### config.mk
export PLATFORM = sky130hd
export DESIGN_NAME = msrv32_machine_ctrl
export DESIGN_NICKNAME = d
export VERILOG_FILES = /design/src/rtl/msrv32_machine_ctrl.sv
export SDC_FILE = /design/constraint.sdc
export NUM_CORES = 1
export LEC_CHECK = 0
export BUFFER_PORTS_ARGS = -buffer_cell sky130_fd_sc_hd__buf_2
export CAP_MARGIN = 20
export CORE_MARGIN = 2
export CORE_UTILIZATION = 30
export CTS_CLUSTER_DIAMETER = 50
export DETAILED_ROUTE_END_ITERATION = 10
export PLACE_DENSITY = 0.7
export SYNTH_ARGS = -nofsm -noshare
export SYNTH_HDL_FRONTEND = slang
export SYNTH_SLANG_ARGS = --single-unit
### constraint.sdc
create_clock -name clk_in -period 1.8 [get_ports clk_in]
set_input_delay 0.36 -clock clk_in [delete_from_list [all_inputs] [get_ports clk_in]]
set_output_delay 0.36 -clock clk_in [all_outputs]
set_load 0.02 [all_outputs]
### src/rtl/msrv32_machine_ctrl.sv
// Machine-mode trap sequencer: RESET -> OPERATING <-> TRAP_TAKEN / TRAP_RETURN.
// Interrupt sequencing is compiled in only when MSRV32_INTERRUPTS_EN is defined.
module msrv32_machine_ctrl (
  input  logic       clk_in,
  input  logic       rst_n_in,
  input  logic       illegal_instr_in,
  input  logic       misaligned_instr_in,
  input  logic       misaligned_load_in,
  input  logic       misaligned_store_in,
  input  logic       ecall_in,
  input  logic       ebreak_in,
  input  logic       mret_in,
  input  logic       e_irq_in,
  input  logic       s_irq_in,
  input  logic       t_irq_in,
  input  logic       mie_in,
  input  logic       meie_in,
  input  logic       msie_in,
  input  logic       mtie_in,
  output logic       flush_out,
  output logic [1:0] pc_src_out,
  output logic       trap_taken_out,
  output logic       set_epc_out,
  output logic       set_cause_out,
  output logic [3:0] cause_out,
  output logic       i_or_e_out,
  output logic       mie_clear_out,
  output logic       mie_set_out,
  output logic       instret_inc_out
);

  typedef enum logic [1:0] {
    RESET       = 2'b00,
    OPERATING   = 2'b01,
    TRAP_TAKEN  = 2'b10,
    TRAP_RETURN = 2'b11
  } state_e;

  state_e     state_q, state_d;
  logic [3:0] cause_q, cause_d;
  logic       i_or_e_q, i_or_e_d;
  logic       exc, irq, take;
  logic [3:0] irq_cause;

  assign exc = illegal_instr_in | misaligned_instr_in | misaligned_load_in |
               misaligned_store_in | ecall_in | ebreak_in;

`ifdef MSRV32_INTERRUPTS_EN
  assign irq = mie_in & ((e_irq_in & meie_in) | (s_irq_in & msie_in) |
                         (t_irq_in & mtie_in));
  always_comb begin
    irq_cause = 4'd7;
    if (e_irq_in & meie_in)      irq_cause = 4'd11;
    else if (s_irq_in & msie_in) irq_cause = 4'd3;
  end
`else
  logic unused_irq;
  assign unused_irq = ^{e_irq_in, s_irq_in, t_irq_in, mie_in, meie_in, msie_in, mtie_in};
  assign irq        = 1'b0;
  assign irq_cause  = 4'd0;
`endif

  assign take = (state_q == OPERATING) & (exc | irq);

  // Exceptions outrank interrupts; a losing interrupt stays pending at its source.
  always_comb begin
    cause_d  = cause_q;
    i_or_e_d = i_or_e_q;
    if (take) begin
      i_or_e_d = 1'b0;
      if (exc) begin
        if (misaligned_instr_in)      cause_d = 4'd0;
        else if (illegal_instr_in)    cause_d = 4'd2;
        else if (ebreak_in)           cause_d = 4'd3;
        else if (misaligned_load_in)  cause_d = 4'd4;
        else if (misaligned_store_in) cause_d = 4'd6;
        else                          cause_d = 4'd11;
      end else begin
        cause_d  = irq_cause;
        i_or_e_d = 1'b1;
      end
    end
  end

  always_comb begin
    state_d         = state_q;
    flush_out       = 1'b0;
    pc_src_out      = 2'b00;
    trap_taken_out  = 1'b0;
    set_epc_out     = 1'b0;
    set_cause_out   = 1'b0;
    mie_clear_out   = 1'b0;
    mie_set_out     = 1'b0;
    instret_inc_out = 1'b0;
    unique case (state_q)
      RESET: begin
        flush_out = 1'b1;
        state_d   = OPERATING;
      end
      OPERATING: begin
        pc_src_out      = 2'b10;
        instret_inc_out = ~take;
        if (take)         state_d = TRAP_TAKEN;
        else if (mret_in) state_d = TRAP_RETURN;
      end
      TRAP_TAKEN: begin
        flush_out      = 1'b1;
        trap_taken_out = 1'b1;
        set_epc_out    = 1'b1;
        set_cause_out  = 1'b1;
        mie_clear_out  = 1'b1;
        pc_src_out     = 2'b11;
        state_d        = OPERATING;
      end
      TRAP_RETURN: begin
        flush_out   = 1'b1;
        mie_set_out = 1'b1;
        pc_src_out  = 2'b01;
        state_d     = OPERATING;
      end
      default: state_d = RESET;
    endcase
  end

  always_ff @(posedge clk_in or negedge rst_n_in) begin
    if (!rst_n_in) begin
      state_q  <= RESET;
      cause_q  <= 4'd0;
      i_or_e_q <= 1'b0;
    end else begin
      state_q  <= state_d;
      cause_q  <= cause_d;
      i_or_e_q <= i_or_e_d;
    end
  end

  assign cause_out  = cause_q;
  assign i_or_e_out = i_or_e_q;

endmodule

== Word level (Yosys, flattened, before mapping) ==
Cells that the tools add are included.

* $add $sub $neg: 0
* $mul: 0
* Div/mod/pow operators: 0
* Magnitude comparators: 0
* Equality and inequality tests: 4
* Shift operators: 0
* Multiplexer cells: 15
* Bitwise gates (word level): 7
* Reductions and logical operators: 2

{| class="wikitable"
|+ Operator list
! operator !! number
|-
| 4-bit two-way mux || 6
|-
| 2-bit case mux with 3 select lines || 1
|-
| 1-bit two-way mux || 5
|-
| 1-bit OR || 5
|-
| 2-bit equality test (second input constant) || 2
|-
| 2-bit two-way mux || 2
|-
| 2-bit case mux with 2 select lines || 1
|-
| 3-bit inequality test (second input constant) || 1
|-
| 3-bit OR reduction || 1
|-
| 2-bit by 1-bit equality test with 1-bit output (second input constant) || 1
|-
| 2-bit zero test || 1
|-
| 1-bit bitwise AND || 1
|-
| 1-bit inverter || 1
|}

* Bits in registers: 7
* Bits in latches: 0
* RAM bits: 0
* Memory bits (read-only): 0
* Bits of input ports: 16
* Output and inout bits: 14
* Logic and storage cells: 31
* Memories kept: 0

== Depth between registers and ports, before layout ==
* Depth in word-level cells: 8
* Depth in mapped cells: 5
* Mapped depth without buffers: 5

== Least setup slack after synthesis ==
No wires, ideal clock.

* Kind: register to output
* Start point: register state_q[1]
* End point: output instret_inc_out
* Data arrival time: 1.302 ns
* Data required time: 1.440 ns
* Path slack: 0.138 ns
* Stages on the path, launching flop included: 5
* Path buffers: 0
* Path through: dfrtp_1 inv_1 ha_1 inv_1 nor3_1

* Longest elaborated chain between the ends: 4

{| class="wikitable"
|+ RTL lines
! element !! line !! source
|-
| from (decl) || 39 || <nowiki>state_e state_q, state_d;</nowiki>
|-
| from (signal assigned) || 131 || <nowiki>state_q <= state_d;</nowiki>
|-
| 2-bit by 1-bit equality test with 1-bit output * || 63, 95 ||
|-
| 1-bit bitwise AND || 63 || <nowiki>assign take = (state_q == OPERATING) & (exc | irq);</nowiki>
|-
| 1-bit inverter || 102 || <nowiki>instret_inc_out = ~take;</nowiki>
|-
| 1-bit two-way mux * || 95 || <nowiki>unique case (state_q)</nowiki>
|-
| to (decl) || 29 || <nowiki>output logic instret_inc_out</nowiki>
|}

Every way passes the cells marked *; elsewhere a longest branch is shown, timed or not.

== Worst setup path after layout ==
* Start point: register state_q[0]
* End point: output pc_src_out[0]

* Longest elaborated chain between the ends: 2
* Elaborated cells on any way between the ends: 4
* Classes of those cells: 3 x eq/ne; 1 x mux

{| class="wikitable"
|+ RTL lines
! element !! line !! source
|-
| 2-bit equality test or 2-bit by 1-bit equality test with 1-bit output (tied branches) || 95 ||
|-
| 2-bit case mux with 3 select lines * || 95 ||
|-
| to (decl) || 21 || <nowiki>output logic [1:0] pc_src_out,</nowiki>
|}

Marks and branches as above.

==> summary.txt <==
Logic synthesis
  • Compound-gate portion of the synthesized area: 0.1571
  • Cells after Synth: 47
  • Largest family of logic cells by synthesized area: simple AND/OR/NAND/NOR gates
  • Area contributors post-synth: dfrtp_1 (40%), ha_1 (11%), a21oi_1 (6.9%), inv_1 (6.0%), o21ai_0 (5.7%)
  • Fraction of registers with async set/reset: 1.000
  • Avg Synthesized Cell Area: 9.317 sq um
  • Post-synthesis mux area share: 0.04857
  • Post-Synth Adder-Cell Area: 0.1143
  • Synth Area in Simple Gates: 0.1686
  • Synth Warn #: 0
  • Top FF cell, synth: dfrtp_1
  • Synthesized net count: 67
  • Cell Area, Synth: 437.9 sq um
  • Synth Area in XOR/XNOR: 0
  • Commonest cells in the netlist: dfrtp_1 (7), inv_1 (7), a21oi_1 (6), o21ai_0 (5), ha_1 (4)
  • Post-synth top area cell: dfrtp_1
  • Post-synth EDFFs: 0
  • Synth top area share: 0.4000
  • Yosys cell types: 18
  • Post-synthesis sequential area ratio: 0.4000
  • #FFs+latches synth: 7

Pwr
  • Leakage: 0.3246 nW
  • Power Density: 566.1 mW/mm^2
  • Total power: 340.7 uW
  • VDD IR max: 0.0003454 V

CTS
  • CTS tree: yes
  • Reg clk slew, reported paths: 0.05 ns
  • H-tree depth: 1
  • Number of buffers created by CTS: 3
  • Postcts setup bufs: 0
  • Clock sinks: 7
  • Clk_lat worst skew: 0.24 ns
  • Clock buffer depth: 2
  • CTS root buf: clkbuf_4

GRT
  • Vias in the first global route: 365
  • GR Overflow Total: 0
  • Global-route wire length before repair: 1.386 mm
  • Largest net degree at the start of global routing: 8
  • Initial antenna violation count: 0
  • GRT Overall Usage: 0.1012

Routing
  • Antenna viol nets, final: 0
  • DRC: 0
  • Initial DRC count: 4
  • Avg WL per Cell: 9.988 um
  • DR vias: 392
  • DRT Pass-1 Iters: 4
  • Vias per inst: 4.558
  • Aggregate routed wire length: 859 um

Floorplanning
  • Initial Util: 0.3283
  • Std cell rows: 13
  • Core area: 0.001334 sq mm
  • IO Pins: 30
  • Die ar.: 0.001781 sq mm
  • Width of the die: 42.21 um
  • Die height: 42.21 um

STA
  • Fin crit period: 1.730 ns
  • Count of final setup violators: 0
  • Final slew viol count: 0
  • Relative slew margins: 0.7606
  • Fmax achieved: 0.5779 GHz
  • Period utilisation layout: 0.9614
  • Count of final hold-check violations: 0
  • Clock skew: 0.001941 ns
  • Worst Tran Pin Value: 0.3563 ns

Finish
  • Fillers: 142
  • Ant diodes: 0
  • Layout area overhead: 37.43%
  • Post-layout net count: 92
  • Layout cell share with drive strength beyond 1: 0.4789
  • Final core occ: 0.4512

Setup path
  • Crit-path max FO: 5
  • Critical-path top delay cell: dfrtp_2
  • CP delay by family, top: flip-flops
  • Buf/Inv on CP: 2
  • CP Depth: 4
  • Crit Path Class: reg -> out
  • Worst R2R Path Depth: 5
  • Cell Chain, Critical Path: inv_1, ha_2, or2_2, buf_2
  • Critical Path Max Stage Delay: 0.42 ns
  • WP data arrival: 1.37 ns
  • Setup crit end kind: primary output
  • Worst EP required: 1.44 ns
  • Startpoint Class: flop

Min path
  • Hold Crit Depth: 3
  • Min-Delay Path Class: in -> reg

Placed design
  • Detailed placer's ending HPWL: 717.2 um
  • Port bufs: 22
  • GP Congestion: 0.7202

Run status
  • Status: finished, final reports clean

Flow run
  • Max-cap viol count: 0
[metrics by stage]
step           area [sq um]  std cells  worst slack [ns]  hold slack, ns   TNS [ns]
6_report              601.8         86           0.06952          0.3835          0
3_5_place_dp          544.3         81            0.1961          0.1977          0
5_1_grt               601.8         86         -0.005396          0.3989  -0.005396
3_3_place_gp          544.3         81            0.2159          0.1935          0
2_1_floorplan         437.9         47            0.1385         0.06441          0
4_1_cts               583.1         86          -0.02469          0.3701   -0.02481
[cell type report]
type / count / area (sq um) / area share
multi-input combinational: 30 / 234.0 / 0.3888
tap: 15 / 18.77 / 0.03119
timing repair buffer: 23 / 120.1 / 0.1996
clock buffer: 4 / 26.28 / 0.04366
inverter: 7 / 26.28 / 0.04366
sequential: 7 / 176.4 / 0.2931
[sequential cells by signal (all words and copies together) (netlist names)]
name / cells
cause_out: 4
i_or_e_out: 1
state_q: 2
[report_power, final]
group	leakage, nW	switching (mW)	total (mW)	internal (mW)
clock	0.0150	0.0511	0.135	0.0842
sequential	0.0905	0.00191	0.163	0.161
combinational	0.219	0.0242	0.0421	0.0179
total	0.325	0.0772	0.341	0.263
[path summary, 6_finish.rpt]
kind                         startpoint       endpoint  slack (ns)
max                          state_q[0]  pc_src_out[0]        0.07
min                           ebreak_in   cause_out[0]        0.38
max reg2reg                  state_q[1]   cause_out[1]        0.34
min reg2reg                cause_out[1]   cause_out[1]        0.50
max in group asynchronous      rst_n_in     state_q[0]        1.17
min in group asynchronous      rst_n_in     i_or_e_out        0.47
[kinds of logic (layout without fill, tap and decap cells)]
family | Yosys count | in the layout
flip-flops | 7 | 7
AO/OA/AOI/OAI | 13 | 13
adder cells (fa/ha/maj) | 4 | 4
multiplexers | 2 | 2
AND/OR/NAND/NOR | 11 | 11
buffers and inverters | 10 | 34
[worst reg2reg max path, stage by stage, from the launching register on]
cell and delay, ns:
dfrtp_1 0.40, inv_2 0.09, ha_4 0.16, inv_1 0.09
a21oi_1 0.22, mux2_2 0.36
[layer usage]
metal | global-route usage | share of wire
met4 | 0.05625 | 0
met5 | 0 | 0
met2 | 0.1754 | 0.50
met1 | 0.1105 | 0.46
met3 | 0.02586 | 0.045
[repair_timing]
item / CTS / global route
hold endpoints to repair: 7 / 0
endpoints found under the setup margin: 1 / 2
hold buffers: 1 / 0
resized for setup: 1 / 5
[layout by cell type, fill, tap and decap left out, drive strengths merged]
master / instances
nor4: 2
a21oi: 6
or3: 3
mux2i: 1
buf: 22
nor2b: 1
o21ai: 6
inv: 7
nor2: 1
or2: 1
nor3: 3
dfrtp: 7
ha: 4
dlygate4sd3: 1
clkbuf: 4
mux2: 1
a22o: 1
(Power assumes the default switching activity.)
